--- src/rtl/split_parallel_to_serial.sv ---
// Splits one parallel word into two fields and serializes each field LSB-first
// on its own independently back-pressured 1-bit valid/ready lane.
module split_parallel_to_serial #(
    parameter int unsigned WIDTH_1  = 3,
    parameter int unsigned WIDTH_2  = 8,
    parameter int unsigned IN_WIDTH = WIDTH_1 + WIDTH_2
) (
    input  logic                clk,
    input  logic                aresetn,

    input  logic                s_valid,
    output logic                s_ready,
    input  logic [IN_WIDTH-1:0] s_data,

    output logic                m_valid_1,
    input  logic                m_ready_1,
    output logic                m_data_1,

    output logic                m_valid_2,
    input  logic                m_ready_2,
    output logic                m_data_2
);

    localparam int unsigned CW1 = $clog2(WIDTH_1 + 1);
    localparam int unsigned CW2 = $clog2(WIDTH_2 + 1);

    logic [WIDTH_1-1:0] r_sh_1;
    logic [WIDTH_2-1:0] r_sh_2;
    logic [CW1-1:0]     r_cnt_1;
    logic [CW2-1:0]     r_cnt_2;

    logic w_free_1;
    logic w_free_2;
    logic w_fire_1;
    logic w_fire_2;
    logic w_accept;

    // A lane is free when idle or when its last bit leaves this cycle.
    always_comb begin
        w_free_1 = (r_cnt_1 == '0) | ((r_cnt_1 == CW1'(1)) & m_ready_1);
        w_free_2 = (r_cnt_2 == '0) | ((r_cnt_2 == CW2'(1)) & m_ready_2);
        w_fire_1 = (r_cnt_1 != '0) & m_ready_1;
        w_fire_2 = (r_cnt_2 != '0) & m_ready_2;
        w_accept = s_valid & w_free_1 & w_free_2;
    end

    assign s_ready   = w_free_1 & w_free_2;
    assign m_valid_1 = (r_cnt_1 != '0);
    assign m_data_1  = r_sh_1[0];
    assign m_valid_2 = (r_cnt_2 != '0);
    assign m_data_2  = r_sh_2[0];

    // Lane 1: a new load wins over the same-cycle last-bit shift.
    always_ff @(posedge clk or negedge aresetn) begin
        if (!aresetn) begin
            r_sh_1  <= '0;
            r_cnt_1 <= '0;
        end else if (w_accept) begin
            r_sh_1  <= s_data[IN_WIDTH-1:WIDTH_2];
            r_cnt_1 <= CW1'(WIDTH_1);
        end else if (w_fire_1) begin
            r_sh_1  <= r_sh_1 >> 1;
            r_cnt_1 <= r_cnt_1 - CW1'(1);
        end
    end

    // Lane 2: same structure on the lower field.
    always_ff @(posedge clk or negedge aresetn) begin
        if (!aresetn) begin
            r_sh_2  <= '0;
            r_cnt_2 <= '0;
        end else if (w_accept) begin
            r_sh_2  <= s_data[WIDTH_2-1:0];
            r_cnt_2 <= CW2'(WIDTH_2);
        end else if (w_fire_2) begin
            r_sh_2  <= r_sh_2 >> 1;
            r_cnt_2 <= r_cnt_2 - CW2'(1);
        end
    end

endmodule

--- config.mk ---
export PLATFORM = sky130hd
export DESIGN_NAME = split_parallel_to_serial
export DESIGN_NICKNAME = d
export VERILOG_FILES = /design/src/rtl/split_parallel_to_serial.sv
export SDC_FILE = /design/constraint.sdc
export NUM_CORES = 1
export LEC_CHECK = 0
export BUFFER_PORTS_ARGS = -buffer_cell sky130_fd_sc_hd__buf_2
export CORE_MARGIN = 2
export CORE_UTILIZATION = 35
export DETAILED_ROUTE_END_ITERATION = 10
export PLACE_DENSITY = 0.62
export SLEW_MARGIN = 20
export SYNTH_ARGS = -nofsm -noshare
export SYNTH_HDL_FRONTEND = slang
export SYNTH_SLANG_ARGS = --single-unit
--- constraint.sdc ---
create_clock -name clk -period 2.05 [get_ports clk]
set_clock_uncertainty 0.05 [all_clocks]
set_input_delay 0.1025 -clock clk [delete_from_list [all_inputs] [get_ports clk]]
set_output_delay 0.1025 -clock clk [all_outputs]
set_load 0.005 [all_outputs]
---- Word-level counts from Yosys, hierarchy flattened ----
Cells that the tools add are included.
word-level totals
  register bits after elaboration ......... 17
  latch bits .............................. 0
  RAM bits ................................ 0
  bits in read-only memories .............. 0
  output and inout port bits .............. 5
  word-level logic and storage cells ...... 31
  memories kept ........................... 0
cells by class
  $add $sub $neg .......................... 2
  multiply operators ...................... 0
  divide/modulo/power cells ............... 0
  magnitude comparators ................... 0
  equality and inequality tests ........... 2
  shifts and indexed selects .............. 0
  mux-type cells .......................... 8
  bitwise logic cells ..................... 9
  reduce and logical (&&, ||, !) cells .... 6
operators with widths
  cell                 number
  $mux 8               2
  $mux 4               2
  $and 1x1->1          7
  $mux 3               2
  $reduce_bool 2->1    3
  $eq 4x1->1 const B   1
  $logic_not 4->1      1
  $mux 2               2
  $reduce_bool 4->1    1
  $sub 4x1->4 const B  1
  $eq 2x1->1 const B   1
  $logic_not 2->1      1
  $or 1x1->1           2
  $sub 2x1->2 const B  1

---- Logic depth before layout (Yosys ltp) ----
Gate-level depths: netlist (run 1).
  word-level depth ........................ 6
  mapped depth ............................ 8
  gate-level depth less buffers ........... 6

---- Worst setup path before layout (run 1) ----
Ideal clock, no wire load.
  path type ............................... reg2reg
  start ................................... register r_cnt_2[0]
  end ..................................... register r_cnt_2[0]
  setup time .............................. 0.125 ns
  arrival ................................. 1.627 ns
  data required time ...................... 1.875 ns
  setup slack ............................. 0.249 ns
  stages on the path, launching flop included .. 7
  buffers on the path ..................... 0
  period minus slack after synthesis ...... 1.801 ns
  path through ............................ dfrtp_1 > inv_1 > ha_1 > or3b_4 > a32oi_4 > nor2_2 > mux2_2
RTL lines
  what                                RTL line  source
  from (decl)                         30        logic [CW2-1:0] r_cnt_2;
  from (signal assigned)              74        r_cnt_2 <= CW2'(WIDTH_2);
  from (signal assigned)              77        r_cnt_2 <= r_cnt_2 - CW2'(1);
  $reduce_bool 4->1                   -
  via m_valid_2                       19        output logic m_valid_2,
  $and 1x1->1                         43        w_fire_2 = (r_cnt_2 != '0) & m_ready_2;
  $reduce_bool 2->1 (no source line)  -
The timed path passes the listed nets, and every way through them passes these cells. The select of a mux whose other input is x is not followed.
A chain may end at the register's enable or synchronous reset.

---- Final worst setup path (run 1) ----
  start ................................... register r_cnt_2[0]
  end ..................................... register r_sh_2[5]
between the ends
  cells in the longest elaborated chain, start to end .. 5
RTL lines
  what                                         RTL line  source
  $eq 4x1->1                                   41        w_free_2 = (r_cnt_2 == '0) | ((r_cnt_2 == CW2'(1)) & m_ready_2);
  $and 1x1->1                                  41
  $or 1x1->1                                   41
  $and 1x1->1                                  44        w_accept = s_valid & w_free_1 & w_free_2;
  $mux 8 or $reduce_bool 2->1 (tied branches)  -
  to (signal assigned)                         73        r_sh_2 <= s_data[WIDTH_2-1:0];
  to (signal assigned)                         76        r_sh_2 <= r_sh_2 >> 1;
  to (decl)                                    28        logic [WIDTH_2-1:0] r_sh_2;
Several ways; a longest one is shown, not always the timed one.

==> flow_summary_export.csv, run 1 <==
group,metric,value,unit
run_status,status,"complete, no violations",
worst_setup_path,worstPathCellList,"inv_1 > ha_1 > or3b_4 > a32oi_4 > buf_4 > a22o_1 > a21o_1",
layout,fill_cell_total_of_the_finished_layout,244,
worst_setup_path,worstPathMaxFanout,12,
layout,antenna_cells,0,
layout,flow.area_growth_from_synthesis,23.79,%
floorplan,initial_core_utilization,0.3611,
logic_synthesis,yosysSeqAreaShare,0.4843,
pwr,power.leakage,0.0005990,uW
drt,vias_per_cell,4.873,
place,post-place-cells,125,
clock_tree,cell_at_the_root_of_the_clock_tree,"sky130_fd_sc_hd__clkbuf_4",
place,portBuffers,20,
drt,antenna_left,0,
worst_setup_path,slowest_stage,"sky130_fd_sc_hd__or3b_4",
drt,routedWlPerCell,11.77,um
place,dpl_cell_area,0.001010,mm2
min_path,hold_class,"in -> reg",
worst_setup_path,timing.critical_path.to_type,"flip-flop",
drt,drc,0,
timing,grt_setup_unrepaired,"false",
logic_synthesis,post_synth_net_total,96,
layout,final_net_count,125,
clock_tree,clk-insertion-delay-late,0.28,ns
grt,grt-ovfl-total,0,
layout,post_route_cells_drive_above_1_share,0.3269,
logic_synthesis,syn-instance-count,76,
floorplan,die_area,0.002926,mm2
timing,actual_transition_at_the_worst_max_transition_pin,0.3726,ns
logic_synthesis,yosysWarnings,0,
place,gp_routability_congestion,0.6973,
logic_synthesis,syn-mean-instance-area,11.56,um2
pwr,comb_power_share,0.439,
timing,timing_max_transition_violations_final,0,
grt,globalRouteTotalUtil,0.1253,
drt,first_iter_violations,15,
clock_tree,cts_buffer_depth,2,
worst_setup_path,timing.critical_path.from_type,"flip-flop",
pwr,total_switching_power,467.0,uW
run,maxCapViolations,0,
timing,post_route_setup_tns,0,ns
pwr,pwr-share-seq,0.431,
place,place.detailed.hpwl,1169,um
pwr,intPower,846.1,uW
logic_synthesis,synth_seq_cells,17,
floorplan,floorplan.io_pins,21,
layout,layout.cells.most_common_list,"20 x sky130_fd_sc_hd__buf_2, 17 x sky130_fd_sc_hd__dfrtp_1, 8 x sky130_fd_sc_hd__a21o_1, 7 x sky130_fd_sc_hd__nand2_1, 7 x sky130_fd_sc_hd__a22o_1",
timing,final.min_clock_period,1.886,ns
worst_setup_path,crit_path_max_incr_delay,0.42,ns
clock_tree,htree_levels,1,
floorplan,die_h,54.10,um
clock_tree,clk_pin_slew,0.09,ns
worst_setup_path,path_class,"reg -> reg",
pwr,clock_network_fraction_of_total_power,0.130,
timing,max_freq,530.1,MHz
pwr,power-per-cell-area,1208,mW/mm2
clock_tree,clock_tree_from_tritoncts,"built",
grt,largest_net_degree_at_the_start_of_global_routing,18,
layout,layout.cells.most_common,"sky130_fd_sc_hd__buf_2",
grt,via_count_of_the_first_global_routing_pass,621,
clock_tree,cts-buffers-inserted,3,
grt,number_of_antenna_violations_at_the_first_check_in_global_routing,0,
drt,number_of_vias_after_detailed_routing,653,
layout,design_area,0.001087,mm2
layout,fin_cells,134,
worst_setup_path,worst_ep_required_time,2.22,ns
clock_tree,postCtsResizedCells,0,
pwr,power.switching_fraction,0.3556,
timing,maxSlewHeadroom,0.7516,
drt,drt_pre_antenna_iters,4,
grt,first_pass_grt_wire_length,2601,um
floorplan,std_cell_rows,18,
logic_synthesis,synthesis.area,878.3,um2
floorplan,die_w,54.10,um
timing,fin_crit_sh,0.9202,
worst_setup_path,cp_data_arrival_time,2.06,ns
logic_synthesis,ys_types,26,
floorplan,fp.coreArea,0.002432,mm2
timing,final-hold-violation-count,0,
pwr,worst_ir_drop_vdd,0.0004823,V
drt,finalWirelength,1577,um
timing,timing.final.setup_violations,0,
clock_tree,cts.sink_count,17,
-- sequential cells by signal, summed over array words and instances, names as in the netlist --
signal   cells
r_sh_1       3
r_cnt_2      4
r_cnt_1      2
r_sh_2       8
-- power groups by stage --
stage | clock network, uW | registers (uW) | logic (uW)
2_1_floorplan | 0 | 554 | 448
3_3_place_gp | 0 | 567 | 557
3_5_place_dp | 0 | 574 | 576
4_1_cts | 177 | 566 | 587
5_1_grt | 187 | 585 | 656
6_report | 171 | 566 | 576
-- final cells by class --
class,instances,area [um2],share of cell area
multi-input cells,51,412.9,0.3797
flip-flops and latches,17,425.4,0.3913
inverters,5,18.77,0.01726
clock buffers,3,22.52,0.02071
well taps,30,37.54,0.03452
repair buffers,27,165.2,0.1519
clock inverters,1,5.005,0.004603
-- worst max-delay path: cells and delay by family, from the launching register on --
kind | cells | cell delay [ns]
buffers and inverters | 2 | 0.32
AOI/OAI and AO/OA | 3 | 0.42
DFF | 1 | 0.41
and+or+nand+nor | 1 | 0.42
adders and majority gates | 1 | 0.20
-- cells by family (layout without fill, tap and decap cells) --
kind of cell	Yosys count	after routing	share of synthesized area
fa+ha+maj	4	4	0.05698
flops	17	17	0.4843
compound gates	23	23	0.2222
buf+inv	8	36	0.04559
xor+xnor	1	1	0.009973
simple gates	18	18	0.1211
mux	5	5	0.05983
-- final timing paths --
check | slack [ns] | startpoint | cells after the start | endpoint
worst max-delay path | 0.16 | r_cnt_2[0] | 7 | r_sh_2[5]
worst min-delay path | 0.06 | s_data[4] | 3 | r_sh_2[4]
worst max register to register | 0.16 | r_cnt_2[0] | 7 | r_sh_2[5]
worst min register to register | 0.44 | r_sh_2[4] | 1 | r_sh_2[3]
max in group asynchronous | 1.47 | aresetn | 2 | r_sh_2[2]
min in group asynchronous | 0.21 | aresetn | 2 | r_sh_1[0]
-- layer usage --
layer	global-route usage	vias to the layer above	part of all wire
met5	0	-	0
met4	0.07500	0	0.017
met3	0.01667	2	0.025
met2	0.2154	8	0.51
met1	0.1476	317	0.44
li1	-	326	-
-- through the flow --
step | util | hold slack [ns] | worst slack, ns | power (uW)
2_1_floorplan | - | -0.2431 | 0.2485 | 1002
3_3_place_gp | 0.4151 | -0.01074 | 0.2091 | 1124
3_5_place_dp | 0.4151 | -0.01459 | 0.1805 | 1150
4_1_cts | 0.4470 | 0.06042 | 0.1518 | 1330
5_1_grt | 0.4470 | 0.07129 | 0.06598 | 1428
6_report | 0.4470 | 0.06387 | 0.1636 | 1313
-- cell usage after synthesis --
cell / number / share of area
sky130_fd_sc_hd__nor2_2: 1 / 0.0071
sky130_fd_sc_hd__a21o_1: 8 / 0.068
sky130_fd_sc_hd__xnor2_1: 1 / 0.010
sky130_fd_sc_hd__and2_2: 1 / 0.0086
sky130_fd_sc_hd__and3b_1: 1 / 0.010
sky130_fd_sc_hd__a22o_2: 1 / 0.011
sky130_fd_sc_hd__a32oi_4: 1 / 0.031
sky130_fd_sc_hd__a22o_1: 7 / 0.070
sky130_fd_sc_hd__nor4_2: 1 / 0.014
sky130_fd_sc_hd__or3b_4: 1 / 0.013
sky130_fd_sc_hd__nor2b_1: 1 / 0.0071
sky130_fd_sc_hd__mux2i_1: 3 / 0.034
sky130_fd_sc_hd__nor2_1: 3 / 0.013
sky130_fd_sc_hd__dfrtp_1: 17 / 0.48
sky130_fd_sc_hd__mux2_2: 2 / 0.026
sky130_fd_sc_hd__buf_2: 2 / 0.011
sky130_fd_sc_hd__ha_1: 4 / 0.057
sky130_fd_sc_hd__a211o_1: 1 / 0.010
sky130_fd_sc_hd__and4b_1: 1 / 0.011
sky130_fd_sc_hd__inv_1: 5 / 0.021
sky130_fd_sc_hd__o31ai_1: 1 / 0.0086
sky130_fd_sc_hd__buf_6: 1 / 0.013
sky130_fd_sc_hd__a21oi_1: 1 / 0.0057
sky130_fd_sc_hd__nand2_1: 7 / 0.030
sky130_fd_sc_hd__o21ai_0: 3 / 0.017
sky130_fd_sc_hd__nand2b_1: 1 / 0.0071
-- what timing repair did --
item | in CTS | in global routing
endpoints found under the setup margin | 0 | 0
endpoints found under the hold margin | 21 | 0
hold buffers | 5 | 0
setup buffers | 0 | 0
Note: power is estimated with default switching activity, not from simulation.
==> inputs of run 2 (changes only) <==
--- a/config.mk
+++ b/config.mk
@@ -7,9 +7,9 @@
 export LEC_CHECK = 0
 export BUFFER_PORTS_ARGS = -buffer_cell sky130_fd_sc_hd__buf_2
 export CORE_MARGIN = 2
-export CORE_UTILIZATION = 35
+export CORE_UTILIZATION = 24
 export DETAILED_ROUTE_END_ITERATION = 10
-export PLACE_DENSITY = 0.62
+export PLACE_DENSITY = 0.48
 export SLEW_MARGIN = 20
 export SYNTH_ARGS = -nofsm -noshare
 export SYNTH_HDL_FRONTEND = slang
==> run 2 against run 1 <==
Effect of this change:
- die area is 42% higher
- flip-flop and latch count stayed put
- final cell count is 13% higher
- routed wire length is 6.9% higher
- critical path type unchanged
- largest cell class unchanged
==> flow_summary_export.csv, run 2 (synthesis results as in run 1) <==
group,metric,value,unit
timing,max_freq,533.6,MHz
grt,via_count_of_the_first_global_routing_pass,679,
layout,layout.cells.most_common_list,"20 x sky130_fd_sc_hd__buf_2, 17 x sky130_fd_sc_hd__dfrtp_1, 8 x sky130_fd_sc_hd__a21o_1, 7 x sky130_fd_sc_hd__nand2_1, 7 x sky130_fd_sc_hd__a22o_1",
clock_tree,cell_at_the_root_of_the_clock_tree,"sky130_fd_sc_hd__clkbuf_4",
clock_tree,clk-insertion-delay-late,0.29,ns
place,gp_routability_congestion,0.7379,
timing,fin_crit_sh,0.9142,
clock_tree,clock_tree_from_tritoncts,"built",
worst_setup_path,crit_start,"r_cnt_2[0]",
timing,post_route_setup_tns,0,ns
drt,vias_per_cell,4.358,
layout,flip_flop_count_of_the_largest_register_all_copies_and_words_added,8,
timing,grt_setup_unrepaired,"false",
drt,number_of_vias_after_detailed_routing,658,
worst_setup_path,timing.critical_path.to_type,"flip-flop",
timing,final.min_clock_period,1.874,ns
grt,globalRouteTotalUtil,0.09101,
grt,number_of_antenna_violations_at_the_first_check_in_global_routing,0,
grt,first_pass_grt_wire_length,2925,um
place,place_ws,0.09074,ns
grt,largest_net_degree_at_the_start_of_global_routing,18,
layout,top_regs,"r_sh_2 (8), r_cnt_2 (4), r_sh_1 (3)",
drt,routedWlPerCell,11.17,um
timing,timing.hold.ws,0.05095,ns
clock_tree,clk_pin_slew,0.10,ns
floorplan,die_area,0.004160,mm2
drt,antenna_left,0,
worst_setup_path,critical_path.reg2reg.startpoint,"r_cnt_2[0]",
place,place.detailed.hpwl,1233,um
worst_setup_path,worstPathMaxFanout,12,
pwr,worst_ir_drop_vdd,0.0004249,V
layout,post_route_cells_drive_above_1_share,0.3429,
drt,drc,0,
layout,antenna_cells,0,
clock_tree,cts_buffer_depth,2,
drt,first_iter_violations,21,
layout,largest_register,"r_sh_2",
pwr,power.leakage,0.0006034,uW
run,maxCapViolations,0,
clock_tree,cts-buffers-inserted,3,
floorplan,initial_core_utilization,0.2571,
floorplan,fp.coreArea,0.003416,mm2
min_path,timing.hold.worst.start,"s_data[4]",
clock_tree,htree_levels,1,
run_status,status,"complete, no violations",
timing,timing_max_transition_violations_final,0,
worst_setup_path,worst_ep_required_time,2.24,ns
floorplan,floorplan.io_pins,21,
drt,finalWirelength,1686,um
timing,final-hold-violation-count,0,
pwr,power-per-cell-area,1194,mW/mm2
clock_tree,cts.repair_timing.setup_buffer_count,0,
timing,timing.final.setup_violations,0,
grt,grt-ovfl-total,0,
timing,actual_transition_at_the_worst_max_transition_pin,0.3920,ns
layout,flow.area_growth_from_synthesis,27.07,%
floorplan,die_w,64.50,um
drt,drt_pre_antenna_iters,4,
worst_setup_path,timing.critical_path.from_type,"flip-flop",
worst_setup_path,cp_data_arrival_time,2.06,ns
place,portBuffers,20,
min_path,hold_class,"in -> reg",
floorplan,std_cell_rows,21,
layout,final_net_count,126,
floorplan,die_h,64.50,um
layout,layout.cells.most_common,"sky130_fd_sc_hd__buf_2",
clock_tree,cts.sink_count,17,
timing,final_critical_path_setup_slack,0.1760,ns
timing,maxSlewHeadroom,0.7386,
worst_setup_path,path_class,"reg -> reg",
==> run 2: through the flow <==
step	total power, uW	instances	util	instance area (um2)
after floorplan	1002	76	-	878.3
after global placement	1155	142	0.3037	1037
after detailed placement	1166	142	0.3037	1037
after CTS	1358	151	0.3264	1115
after global routing	1464	151	0.3267	1116
final	1333	151	0.3267	1116
==> run 2: final timing paths <==
check	slack [ns]	endpoint	cells after the start
setup reg to reg	0.18	r_sh_2[3]	7
setup / recovery	0.18	r_sh_2[3]	7
hold / removal	0.05	r_sh_2[4]	3
min in group asynchronous	0.21	r_sh_2[7]	2
hold reg to reg	0.44	r_sh_2[1]	1
max in group asynchronous	1.46	r_cnt_2[1]	2
==> run 2: layout make-up <==
type / count / area, um2
flip-flops and latches: 17 / 425.4
repair buffers: 28 / 172.7
fillers: 360 / 2300
clock buffers: 3 / 22.52
well taps: 46 / 57.56
multi-input cells: 51 / 414.1
inverters: 5 / 18.77
clock inverters: 1 / 5.005
==> run 2: power breakdown <==
part / switching (uW) / internal (uW)
combinational: 274 / 314
clock: 104 / 72.4
sequential: 94.9 / 473
==> run 2: metal layers <==
metal  share of wire  track usage  up-vias
met2            0.47       0.1458       11
met1            0.48       0.1131      316
met5               0            0        -
li1                -            -      329
met4           0.011      0.04787        0
met3           0.036      0.02257        2
==> run 2: repair_timing <==
| item | 4_1_cts | 5_1_grt |
|---|---|---|
| resized for setup | 0 | 1 |
| hold buffers | 5 | 0 |
| endpoints found under the hold margin | 21 | 0 |
| setup endpoints to repair | 0 | 1 |
==> run 2: worst max-delay path: stages (launching register included) <==
cell and delay (ns):
sky130_fd_sc_hd__dfrtp_1 0.42, sky130_fd_sc_hd__inv_1 0.09, sky130_fd_sc_hd__ha_1 0.20, sky130_fd_sc_hd__or3b_4 0.42, sky130_fd_sc_hd__a32oi_4 0.18, sky130_fd_sc_hd__buf_4 0.23, sky130_fd_sc_hd__a22o_1 0.16, sky130_fd_sc_hd__a21o_1 0.08
